### config.mk
export PLATFORM = sky130hd
export DESIGN_NAME = output_port_arbiter_6
export DESIGN_NICKNAME = d
export VERILOG_FILES = /design/src/rtl/output_port_arbiter_6.sv
export SDC_FILE = /design/constraint.sdc
export NUM_CORES = 1
export LEC_CHECK = 0
export ABC_AREA = 1
export BUFFER_PORTS_ARGS = -buffer_cell sky130_fd_sc_hd__buf_2
export CORE_MARGIN = 5
export CORE_UTILIZATION = 40
export CTS_BUF_LIST = sky130_fd_sc_hd__clkbuf_2
export DETAILED_ROUTE_END_ITERATION = 7
export PLACE_DENSITY = 0.61
export SKIP_CTS_REPAIR_TIMING = 1
export SYNTH_ARGS = -nofsm -noshare
export SYNTH_HDL_FRONTEND = slang
export SYNTH_SLANG_ARGS = --single-unit
### constraint.sdc
create_clock -name clk -period 4.9 [get_ports clk]
set_clock_uncertainty 0.05 [all_clocks]
set_input_delay 0.245 -clock clk [delete_from_list [all_inputs] [get_ports clk]]
set_output_delay 0.245 -clock clk [all_outputs]
set_load 0.01 [all_outputs]
### src/rtl/output_port_arbiter_6.sv
// Six-input wormhole output-port arbiter.
// Round-robin choice among requesting inputs while idle; the winner keeps the
// output locked until its tail flit is accepted downstream. After the tail the
// search start moves to the input just past the winner, which gives fairness.
// A saturating counter records how many tail flits have been forwarded.
module output_port_arbiter_6 #(
    parameter int CNT_W = 16
) (
    input  logic             clk,
    input  logic             rstn,
    input  logic [5:0]       valid_in,
    input  logic [5:0]       tail_in,
    input  logic             ready_down,
    output logic [5:0]       grant,
    output logic             valid_out,
    output logic             tail_out,
    output logic             busy,
    output logic [CNT_W-1:0] pkt_cnt
);

    typedef enum logic {
        IDLE   = 1'b0,
        LOCKED = 1'b1
    } state_t;

    state_t           state;
    state_t           state_nxt;
    logic [5:0]       grant_nxt;
    logic [2:0]       ptr;
    logic [2:0]       ptr_nxt;
    logic [CNT_W-1:0] cnt_nxt;
    logic             tail_xfer;

    // First requesting input at or after 'start', wrapping from 5 back to 0.
    function automatic logic [2:0] rr_pick(input logic [5:0] req, input logic [2:0] start);
        logic [2:0] pick;
        logic       found;
        int         idx;
        pick  = 3'd0;
        found = 1'b0;
        for (int k = 0; k < 6; k++) begin
            idx = (int'(start) + k) % 6;
            if (!found && req[idx]) begin
                pick  = 3'(idx);
                found = 1'b1;
            end
        end
        return pick;
    endfunction

    // Index of the single set bit of a one-hot vector.
    function automatic logic [2:0] onehot_idx(input logic [5:0] v);
        logic [2:0] idx;
        idx = 3'd0;
        for (int k = 0; k < 6; k++) begin
            if (v[k]) begin
                idx = 3'(k);
            end
        end
        return idx;
    endfunction

    // Input index following the winner, modulo six.
    function automatic logic [2:0] ptr_after(input logic [2:0] winner);
        return (winner == 3'd5) ? 3'd0 : winner + 3'd1;
    endfunction

    // Counter increment that sticks at the all-ones value instead of wrapping.
    function automatic logic [CNT_W-1:0] sat_inc(input logic [CNT_W-1:0] v);
        return (&v) ? v : v + 1'b1;
    endfunction

    // Output side: purely from the registered grant and the current inputs.
    always_comb begin
        valid_out = |(grant & valid_in);
        tail_out  = |(grant & valid_in & tail_in);
        busy      = |grant;
        tail_xfer = tail_out & ready_down;
    end

    // Next-state logic: arbitrate when idle, release only on an accepted tail.
    always_comb begin
        state_nxt = state;
        grant_nxt = grant;
        ptr_nxt   = ptr;
        cnt_nxt   = pkt_cnt;
        unique case (state)
            IDLE: begin
                if (|valid_in) begin
                    grant_nxt = 6'd1 << rr_pick(valid_in, ptr);
                    state_nxt = LOCKED;
                end
            end
            LOCKED: begin
                if (tail_xfer) begin
                    grant_nxt = 6'd0;
                    ptr_nxt   = ptr_after(onehot_idx(grant));
                    cnt_nxt   = sat_inc(pkt_cnt);
                    state_nxt = IDLE;
                end
            end
            default: begin
                state_nxt = IDLE;
                grant_nxt = 6'd0;
            end
        endcase
    end

    // State, grant, pointer and counter registers; reset abandons any packet.
    always_ff @(posedge clk or negedge rstn) begin
        if (!rstn) begin
            state   <= IDLE;
            grant   <= 6'd0;
            ptr     <= 3'd0;
            pkt_cnt <= '0;
        end else begin
            state   <= state_nxt;
            grant   <= grant_nxt;
            ptr     <= ptr_nxt;
            pkt_cnt <= cnt_nxt;
        end
    end

endmodule

==> results of run 1 <==
==> state kept, by name (all words and copies together), names as in the netlist <==
| name | cells |
|---|---|
| grant | 6 |
| ptr | 3 |
| state | 1 |
| pkt_cnt | 16 |
==> Yosys cell counts <==
library cell	n
sky130_fd_sc_hd__or2_0	1
sky130_fd_sc_hd__a21oi_1	6
sky130_fd_sc_hd__inv_2	5
sky130_fd_sc_hd__nand3_2	5
sky130_fd_sc_hd__nor2_2	4
sky130_fd_sc_hd__o21ai_0	12
sky130_fd_sc_hd__a31oi_1	1
sky130_fd_sc_hd__nor2_1	21
sky130_fd_sc_hd__nand4_2	1
sky130_fd_sc_hd__xor2_1	10
sky130_fd_sc_hd__nor3_1	7
sky130_fd_sc_hd__a22o_1	1
sky130_fd_sc_hd__nor2_4	2
sky130_fd_sc_hd__buf_6	2
sky130_fd_sc_hd__or2_1	1
sky130_fd_sc_hd__nand2_1	107
sky130_fd_sc_hd__clkinv_1	1
sky130_fd_sc_hd__a221oi_1	1
sky130_fd_sc_hd__nand3b_1	1
sky130_fd_sc_hd__o221ai_1	1
sky130_fd_sc_hd__nor4_1	4
sky130_fd_sc_hd__ha_1	11
sky130_fd_sc_hd__nand4_1	7
sky130_fd_sc_hd__xnor2_1	4
sky130_fd_sc_hd__inv_1	32
sky130_fd_sc_hd__o211ai_1	3
sky130_fd_sc_hd__a21oi_2	1
sky130_fd_sc_hd__nand3_1	38
sky130_fd_sc_hd__nand2_2	6
sky130_fd_sc_hd__o21ai_1	3
sky130_fd_sc_hd__nor4_2	1
sky130_fd_sc_hd__dfrtp_1	26
==> kinds of logic after synthesis <==
family / count (synthesis) / share of synthesized area
AND/OR/NAND/NOR: 206 / 0.434
buffers and inverters: 40 / 0.0751
AO/OA/AOI/OAI: 29 / 0.0768
flip-flops: 26 / 0.296
XOR/XNOR: 14 / 0.0557
adder cells (fa/ha/maj): 11 / 0.0626
==> power by group through the flow <==
stage          Combinational, W  Sequential, W  Clock (W)
2_1_floorplan          0.000970       0.000322          0
3_3_place_gp            0.00121       0.000334          0
3_5_place_dp            0.00122       0.000333          0
4_1_cts                 0.00122       0.000329  0.0000817
5_1_grt                 0.00141       0.000341  0.0000878
6_report                0.00122       0.000330  0.0000780
==> routing by layer <==
metal	track usage	vias up	wire (um)
li1	-	1154	-
met1	0.233	996	2710
met2	0.247	37	2540
met4	0.0307	0	27
met3	0.0108	2	138
met5	0	-	0
==> worst max path at each step <==
stage	start	endpoint	slack, ps	cells after the start
final	ptr[0]	grant[5]	1520	21
after global routing	ptr[0]	grant[5]	1110	21
after CTS	ptr[0]	grant[5]	1540	21
after detailed placement	ptr[0]	grant[5]	1590	21
after global placement	ptr[0]	grant[5]	1570	21
after floorplan	ptr[1]	grant[0]	2240	21
==> layout by cell type (no fill, tap or decap), types with 7 or more instances in the layout <==
master / instances
sky130_fd_sc_hd__nand3_1: 38
sky130_fd_sc_hd__xor2_1: 10
sky130_fd_sc_hd__nand4_1: 7
sky130_fd_sc_hd__nand2_1: 107
sky130_fd_sc_hd__ha_1: 11
sky130_fd_sc_hd__dfrtp_1: 26
sky130_fd_sc_hd__buf_2: 39
sky130_fd_sc_hd__inv_1: 32
sky130_fd_sc_hd__nor3_1: 7
sky130_fd_sc_hd__nor2_1: 21
sky130_fd_sc_hd__o21ai_0: 12
==> metrics by stage <==
stage | cells | util | hold slack [ps]
CTS | 438 | 0.455 | -196
detailed placement | 435 | 0.453 | 234
global route | 439 | 0.457 | 157
floorplan | 326 | - | -101
global placement | 435 | 0.453 | 234
finish | 439 | 0.457 | 154
==> final cells by class <==
class	count	area (sq um)
fill	565	2950
sequential	26	651
timing repair buffer	40	205
clock buffer	3	15.0
tap	72	90.1
multi-input combinational	260	1380
inverter	38	143
==> worst max-delay path, delay by kind of cell (launching register included) <==
family,cells,cell delay (ps)
adder cells (fa/ha/maj),2,540
buffers and inverters,3,410
flip-flops,1,790
AND/OR/NAND/NOR,16,1560
==> tab_implementation.tex, run 1 <==
\begin{tabular}{lr}
\hline
Metric & Value \\
\hline
\multicolumn{2}{l}{\textbf{Clock network}} \\
\quad Clock latency at the later pin of the worst-skew pair & 340 ps \\
\quad Root Driver & sky130\_fd\_sc\_hd\_\_clkbuf\_2 \\
\quad Clock transition at the register clock pins on the worst setup and hold paths after CTS & 230 ps \\
\quad CTS HTree Levels & 1 \\
\quad Total clock buffers created by CTS & 3 \\
\quad CTS tree & yes \\
\quad CTS Sinks & 26 \\
\quad Max Root-Sink Buffers & 2 \\
\multicolumn{2}{l}{\textbf{Floorplanning}} \\
\quad Initial cell density of the core & 0.404 \\
\quad Full die area & 0.00708 sq mm \\
\quad Number of rows in the core area & 27 \\
\quad Die X-Extent & 84.2 um \\
\quad Core Footprint & 0.00544 sq mm \\
\quad Number of top-level pins & 40 \\
\quad Die Y-Extent & 84.2 um \\
\multicolumn{2}{l}{\textbf{Power and ir drop}} \\
\quad Fraction of power consumed by combinational cells & 0.750 \\
\quad Fraction of power consumed by the clock network & 0.048 \\
\quad Max rail drop VDD & 0.000311 V \\
\quad Cell-internal power & 0.000678 W \\
\quad PD cells & 655 mW/mm\^{}2 \\
\quad Switch Pwr & 0.000952 W \\
\quad Post-layout total power & 0.00163 W \\
\quad Seq pwr share & 0.202 \\
\quad Switching part of the total power & 0.584 \\
\quad Leakage component of the power & 1.35 nW \\
\multicolumn{2}{l}{\textbf{Timing}} \\
\quad Transition at the pin with the smallest max-transition slack & 622 ps \\
\quad RSZ-0062 raised after global routing & no \\
\quad Number of hold-slack violations in the final timing report & 0 \\
\quad Setup TNS & 0 ps \\
\quad Top achievable clock speed & 296 MHz \\
\quad Part of the cycle the worst path needs & 0.690 \\
\quad Shortest clock period the worst path allows after layout & 3380 ps \\
\quad Total setup violations reported at the end of the flow & 0 \\
\quad Post-route setup slack & 1520 ps \\
\quad Count of pins over their slew limit & 0 \\
\quad Remaining max-slew budget at the tightest pin & 0.585 \\
\multicolumn{2}{l}{\textbf{Yosys}} \\
\quad Count of state elements after synthesis & 26 \\
\quad Distinct cell type count of the synthesized netlist & 32 \\
\quad Synth Net Count & 352 \\
\quad Total of warnings raised by yosys & 0 \\
\quad Synthesized area divided by synthesized cell count & 6.75 sq um \\
\quad Post-synthesis cell area & 0.00220 sq mm \\
\quad Synthesized instance count & 326 \\
\quad Sequential share of the synthesized area & 0.296 \\
\quad Biggest area consumer among synthesized cells & sky130\_fd\_sc\_hd\_\_dfrtp\_1 \\
\quad Ranking of synthesized cells by area & sky130\_fd\_sc\_hd\_\_dfrtp\_1 (30\%), sky130\_fd\_sc\_hd\_\_nand2\_1 (18\%), sky130\_fd\_sc\_hd\_\_nand3\_1 (8.6\%), sky130\_fd\_sc\_hd\_\_ha\_1 (6.3\%), sky130\_fd\_sc\_hd\_\_inv\_1 (5.5\%) \\
\quad Synth top area share & 0.296 \\
\multicolumn{2}{l}{\textbf{Global route}} \\
\quad Global-route congestion overflow total & 0 \\
\quad Number of antenna violations at the first check in global routing & 0 \\
\quad Global-route wire length before repair & 9380 um \\
\quad Vias in the first global route & 1,981 \\
\quad Combined global-route utilization of all metal layers & 0.156 \\
\quad Largest net degree at the start of global routing & 27 \\
\multicolumn{2}{l}{\textbf{Critical path}} \\
\quad Critical Path Slowest Stage Cell & sky130\_fd\_sc\_hd\_\_dfrtp\_1 \\
\quad Type of the worst setup path & reg2reg \\
\quad Delay of the slowest cell on the worst path & 790 ps \\
\quad Slack of the worst reg-to-reg path & 1520 ps \\
\quad FF-to-FF End & grant[5] \\
\quad Critical Path RT & 5150 ps \\
\quad Worst R2R Start & ptr[0] \\
\quad Crit-path cells & inv\_1 -> ha\_1 -> inv\_1 -> nand2\_1 -> nand2\_1 -> ha\_1 -> nor2\_1 -> nand3\_1 -> nand2\_1 -> nand3\_1 -> nand2\_1 -> nand2\_1 -> nand3\_1 -> nand2\_2 -> inv\_2 -> nand3\_2 -> nor2\_1 -> nor2\_1 -> nor2\_2 -> nand2\_1 -> nand2\_1 \\
\quad Crit-path most repeated cell & sky130\_fd\_sc\_hd\_\_nand2\_1 \\
\quad Maximum fanout encountered on the critical timing path & 20 \\
\quad Element type at the critical path end & flip-flop \\
\quad Logic depth of the worst register-to-register path & 21 \\
\quad Critical path launch point type & flip-flop \\
\quad Data arrival time of the critical path & 3630 ps \\
\multicolumn{2}{l}{\textbf{Placed design}} \\
\quad Port Buffer Count & 39 \\
\quad Cell Area, Placed & 0.00246 sq mm \\
\quad Final HPWL from detailed placement & 4360 um \\
\quad Final weighted congestion of routability-driven global placement & 0.846 \\
\quad Minimum setup slack after placement & 1590 ps \\
\multicolumn{2}{l}{\textbf{Run}} \\
\quad Number of max-cap violations & 0 \\
\multicolumn{2}{l}{\textbf{Worst hold path}} \\
\quad Path type of the worst min-delay path & in2reg \\
\quad Cell count of the worst hold path & 4 \\
\quad Hold worst-path end & state \\
\quad Startpoint of the lowest-slack hold path & ready\_down \\
\multicolumn{2}{l}{\textbf{Drt}} \\
\quad Total number of vias & 2,189 \\
\quad Count of TritonRoute iterations in the first routing pass & 4 \\
\quad Wire length reported by the detailed router & 5410 um \\
\quad Drt wl/cell & 12.3 um \\
\quad Number of violations reported at the end of detailed-routing iteration 0 & 99 \\
\quad DRC viols & 0 \\
\quad Routed Antenna Nets & 0 \\
\quad Number of vias per cell after detailed routing & 4.99 \\
\multicolumn{2}{l}{\textbf{Outcome}} \\
\quad Status & complete, no violations \\
\multicolumn{2}{l}{\textbf{Finish}} \\
\quad Proportion of layout cells with a drive suffix above 1 & 0.183 \\
\quad Number of diodes added for antenna fixing & 0 \\
\quad \# nets final & 395 \\
\quad Layout area overhead & 13.1\% \\
\quad Fin area & 0.00249 sq mm \\
\hline
\end{tabular}
Note: power is estimated with default switching activity, not from simulation.
==> run 2, diff against run 1 <==
--- a/config.mk
+++ b/config.mk
@@ -5,13 +5,13 @@
 export SDC_FILE = /design/constraint.sdc
 export NUM_CORES = 1
 export LEC_CHECK = 0
-export ABC_AREA = 1
+export ABC_AREA = 0
 export BUFFER_PORTS_ARGS = -buffer_cell sky130_fd_sc_hd__buf_2
 export CORE_MARGIN = 5
 export CORE_UTILIZATION = 40
 export CTS_BUF_LIST = sky130_fd_sc_hd__clkbuf_2
 export DETAILED_ROUTE_END_ITERATION = 7
-export PLACE_DENSITY = 0.61
+export PLACE_DENSITY = 0.6
 export SKIP_CTS_REPAIR_TIMING = 1
 export SYNTH_ARGS = -nofsm -noshare
 export SYNTH_HDL_FRONTEND = slang
==> constraint.sdc (replaced) <==
create_clock -name clk -period 3.5 [get_ports clk]
set_clock_uncertainty 0.05 [all_clocks]
set_input_delay 0.175 -clock clk [delete_from_list [all_inputs] [get_ports clk]]
set_output_delay 0.175 -clock clk [all_outputs]
set_load 0.01 [all_outputs]
==> tab_implementation.tex, run 2 <==
\begin{tabular}{lr}
\hline
Metric & Value \\
\hline
\multicolumn{2}{l}{\textbf{Yosys}} \\
\quad Synth Net Count & 281 \\
\quad Total of warnings raised by yosys & 0 \\
\quad Leading register cell type out of synthesis & sky130\_fd\_sc\_hd\_\_dfrtp\_1 \\
\quad Sequential share of the synthesized area & 0.284 \\
\quad Ranking of synthesized cells by area & sky130\_fd\_sc\_hd\_\_dfrtp\_1 (28\%), sky130\_fd\_sc\_hd\_\_ha\_1 (6.0\%), sky130\_fd\_sc\_hd\_\_xnor2\_1 (5.0\%), sky130\_fd\_sc\_hd\_\_nand3\_1 (4.2\%), sky130\_fd\_sc\_hd\_\_nor2\_1 (4.1\%) \\
\quad Number of enable-type register cells in the synthesized netlist & 0 \\
\quad Synthesized area divided by synthesized cell count & 8.98 sq um \\
\quad Count of state elements after synthesis & 26 \\
\quad Share of flip-flops with an asynchronous set or reset after synthesis & 1.00 \\
\quad Most used standard cell by instance count after synthesis & sky130\_fd\_sc\_hd\_\_dfrtp\_1 \\
\quad Post-synthesis cell area & 0.00229 sq mm \\
\quad Biggest area consumer among synthesized cells & sky130\_fd\_sc\_hd\_\_dfrtp\_1 \\
\quad Synthesized instance count & 255 \\
\quad Synth top area share & 0.284 \\
\quad Distinct cell type count of the synthesized netlist & 65 \\
\quad Top cells by instance count after synthesis & sky130\_fd\_sc\_hd\_\_dfrtp\_1 (26), sky130\_fd\_sc\_hd\_\_nor2\_1 (25), sky130\_fd\_sc\_hd\_\_nand3\_1 (19) \\
\multicolumn{2}{l}{\textbf{Critical path}} \\
\quad Number of buffer and inverter instances along the worst setup path & 0 \\
\quad Crit-path most repeated cell & sky130\_fd\_sc\_hd\_\_ha\_1 \\
\quad Critical Path RT & 3720 ps \\
\quad Logic depth of the worst register-to-register path & 11 \\
\quad Crit-path cells & ha\_1 -> a21o\_2 -> ha\_1 -> nor2b\_2 -> o21ai\_0 -> a221o\_1 -> a22oi\_2 -> mux2\_2 -> nor3b\_2 -> or2\_1 -> a32o\_1 \\
\quad Worst R2R Start & ptr[1] \\
\quad Slack of the worst reg-to-reg path & 150 ps \\
\quad Delay-heaviest family, CP & compound AO/OA/AOI/OAI gates \\
\quad Data arrival time of the critical path & 3570 ps \\
\quad Type of the worst setup path & reg2reg \\
\quad Element type at the critical path end & flip-flop \\
\quad FF-to-FF End & grant[5] \\
\quad Critical Path Slowest Stage Cell & sky130\_fd\_sc\_hd\_\_dfrtp\_2 \\
\quad Maximum fanout encountered on the critical timing path & 7 \\
\quad Critical path launch point type & flip-flop \\
\quad Delay of the slowest cell on the worst path & 510 ps \\
\multicolumn{2}{l}{\textbf{Finish}} \\
\quad Max reg flops & 16 \\
\quad Largest registers & pkt\_cnt (16), grant (6), ptr (3) \\
\quad Number of diodes added for antenna fixing & 0 \\
\quad Layout area overhead & 16.7\% \\
\quad Filler cells & 560 \\
\quad \# nets final & 329 \\
\quad Largest register by flop count & pkt\_cnt \\
\quad Most common cell after layout, fill and taps aside & sky130\_fd\_sc\_hd\_\_buf\_2 \\
\quad Proportion of layout cells with a drive suffix above 1 & 0.268 \\
\quad Highest-count cells in the layout ignoring fill and taps & sky130\_fd\_sc\_hd\_\_buf\_2 (39), sky130\_fd\_sc\_hd\_\_nor2\_1 (25), sky130\_fd\_sc\_hd\_\_dfrtp\_1 (25), sky130\_fd\_sc\_hd\_\_nand3\_1 (19), sky130\_fd\_sc\_hd\_\_nand2\_1 (18) \\
\multicolumn{2}{l}{\textbf{Global route}} \\
\quad Global-route congestion overflow total & 0 \\
\quad Vias in the first global route & 2,081 \\
\quad Global-route wire length before repair & 9770 um \\
\quad Combined global-route utilization of all metal layers & 0.159 \\
\quad Number of antenna violations at the first check in global routing & 0 \\
\quad Largest net degree at the start of global routing & 27 \\
\multicolumn{2}{l}{\textbf{Power and ir drop}} \\
\quad Fraction of power consumed by the clock network & 0.080 \\
\quad Max rail drop VDD & 0.000353 V \\
\quad Post-layout total power & 0.00234 W \\
\quad PD cells & 877 mW/mm\^{}2 \\
\quad Switching part of the total power & 0.490 \\
\quad Fraction of power consumed by combinational cells & 0.723 \\
\quad Seq pwr share & 0.197 \\
\quad Leakage component of the power & 1.20 nW \\
\quad Cell-internal power & 0.00120 W \\
\quad Switch Pwr & 0.00115 W \\
\multicolumn{2}{l}{\textbf{Outcome}} \\
\quad Status & complete, no violations \\
\multicolumn{2}{l}{\textbf{Floorplanning}} \\
\quad Initial cell density of the core & 0.414 \\
\quad Core Footprint & 0.00554 sq mm \\
\quad Number of top-level pins & 40 \\
\quad Number of rows in the core area & 27 \\
\quad Die Y-Extent & 85.7 um \\
\quad Full die area & 0.00734 sq mm \\
\quad Die X-Extent & 85.7 um \\
\multicolumn{2}{l}{\textbf{Placed design}} \\
\quad Final weighted congestion of routability-driven global placement & 0.867 \\
\quad Final HPWL from detailed placement & 4520 um \\
\quad Port Buffer Count & 39 \\
\multicolumn{2}{l}{\textbf{Worst hold path}} \\
\quad Path type of the worst min-delay path & in2reg \\
\quad Hold worst-path end & state \\
\quad Cell count of the worst hold path & 4 \\
\quad Startpoint of the lowest-slack hold path & valid\_in[5] \\
\multicolumn{2}{l}{\textbf{Clock network}} \\
\quad Total clock buffers created by CTS & 3 \\
\quad CTS Sinks & 26 \\
\quad Clock latency at the later pin of the worst-skew pair & 340 ps \\
\quad CTS HTree Levels & 1 \\
\quad Max Root-Sink Buffers & 2 \\
\quad Clock transition at the register clock pins on the worst setup and hold paths after CTS & 240 ps \\
\quad Root Driver & sky130\_fd\_sc\_hd\_\_clkbuf\_2 \\
\quad CTS tree & yes \\
\multicolumn{2}{l}{\textbf{Drt}} \\
\quad DRC viols & 0 \\
\quad Total number of vias & 2,149 \\
\quad Count of TritonRoute iterations in the first routing pass & 4 \\
\quad Drt wl/cell & 15.3 um \\
\quad Number of violations reported at the end of detailed-routing iteration 0 & 83 \\
\quad Routed Antenna Nets & 0 \\
\quad Wire length reported by the detailed router & 5740 um \\
\quad Number of vias per cell after detailed routing & 5.75 \\
\multicolumn{2}{l}{\textbf{Timing}} \\
\quad Transition at the pin with the smallest max-transition slack & 573 ps \\
\quad Part of the cycle the worst path needs & 0.958 \\
\quad Total setup violations reported at the end of the flow & 0 \\
\quad Shortest clock period the worst path allows after layout & 3350 ps \\
\quad Number of hold-slack violations in the final timing report & 0 \\
\quad Top achievable clock speed & 298 MHz \\
\quad Setup TNS & 0 ps \\
\quad Remaining max-slew budget at the tightest pin & 0.618 \\
\quad Count of pins over their slew limit & 0 \\
\quad RSZ-0062 raised after global routing & no \\
\multicolumn{2}{l}{\textbf{Run}} \\
\quad Number of max-cap violations & 0 \\
\hline
\end{tabular}
run 2: cell types whose count changed in the layout (fill, tap and decap cells not counted), sizes merged, moves of 10 or more:
cell | previous run | this run
nand2 | 113 | 18
inv | 37 | 12
buf | 39 | 49
xnor2 | 4 | 14
nand3 | 43 | 19
run 2: area by class of cell:
class	instances	area, sq um	share of cell area
Clock buffer	3	15.0	0.00562
Clock inverter	1	30.0	0.0112
Inverter	12	47.5	0.0178
Multi-Input combinational cell	210	1560	0.583
Sequential cell	26	652	0.244
Tap cell	72	90.1	0.0337
Timing Repair Buffer	50	280	0.105
run 2: how the worst max path moves through the flow:
stage	startpoint	end	slack [ps]	cells past startpoint
after floorplan	ptr[2]	grant[4]	140	13
after global placement	ptr[1]	grant[4]	150	13
after detailed placement	ptr[1]	grant[5]	60	11
after CTS	ptr[1]	grant[5]	30	11
after global routing	ptr[1]	grant[5]	8	13
final	ptr[1]	grant[5]	150	11
run 2: per-stage QoR:
step / cell area, sq um / worst slack [ps] / util / cells / hold slack (ps)
after detailed placement: 2610 / 59.4 / 0.470 / 369 / 158
after global placement: 2610 / 146 / 0.470 / 369 / 159
after floorplan: 2290 / 142 / - / 255 / -171
after CTS: 2650 / 28.7 / 0.478 / 373 / -273
after global routing: 2670 / 8.35 / 0.483 / 374 / 218
final: 2670 / 149 / 0.483 / 374 / 214
run 2: power by group through the flow:
stage	Sequential (W)	Combinational [W]	Clock (W)
global placement	0.000461	0.00165	0
detailed placement	0.000466	0.00164	0
global route	0.000477	0.00185	0.000204
finish	0.000462	0.00169	0.000187
CTS	0.000461	0.00165	0.000192
floorplan	0.000457	0.00124	0
run 2: layer usage:
metal / GRT usage / vias to the layer above / part of all wire / wire length (um)
met1: 0.218 / 1020 / 0.47 / 2700
li1: - / 1062 / - / -
met5: 0 / - / 0 / 0
met4: 0.0360 / 0 / 0.0073 / 42
met3: 0.0173 / 4 / 0.055 / 318
met2: 0.270 / 63 / 0.47 / 2680
run 2: worst min-delay path: cells and delay by family:
kind / cells / cell delay (ps)
buffers and inverters: 1 / 160
AO/OA/AOI/OAI: 1 / 100
AND/OR/NAND/NOR: 2 / 150
run 2: cells by family after synthesis:
kind of cell               after synthesis  synth area share
and+or+nand+nor                         99             0.218
AOI/OAI and AO/OA                       66             0.219
xor gates and xnor gates                17            0.0765
muxes                                   16            0.0967
adders and majority gates               12            0.0644
DFF                                     26             0.284
buffers and inverters                   19            0.0410
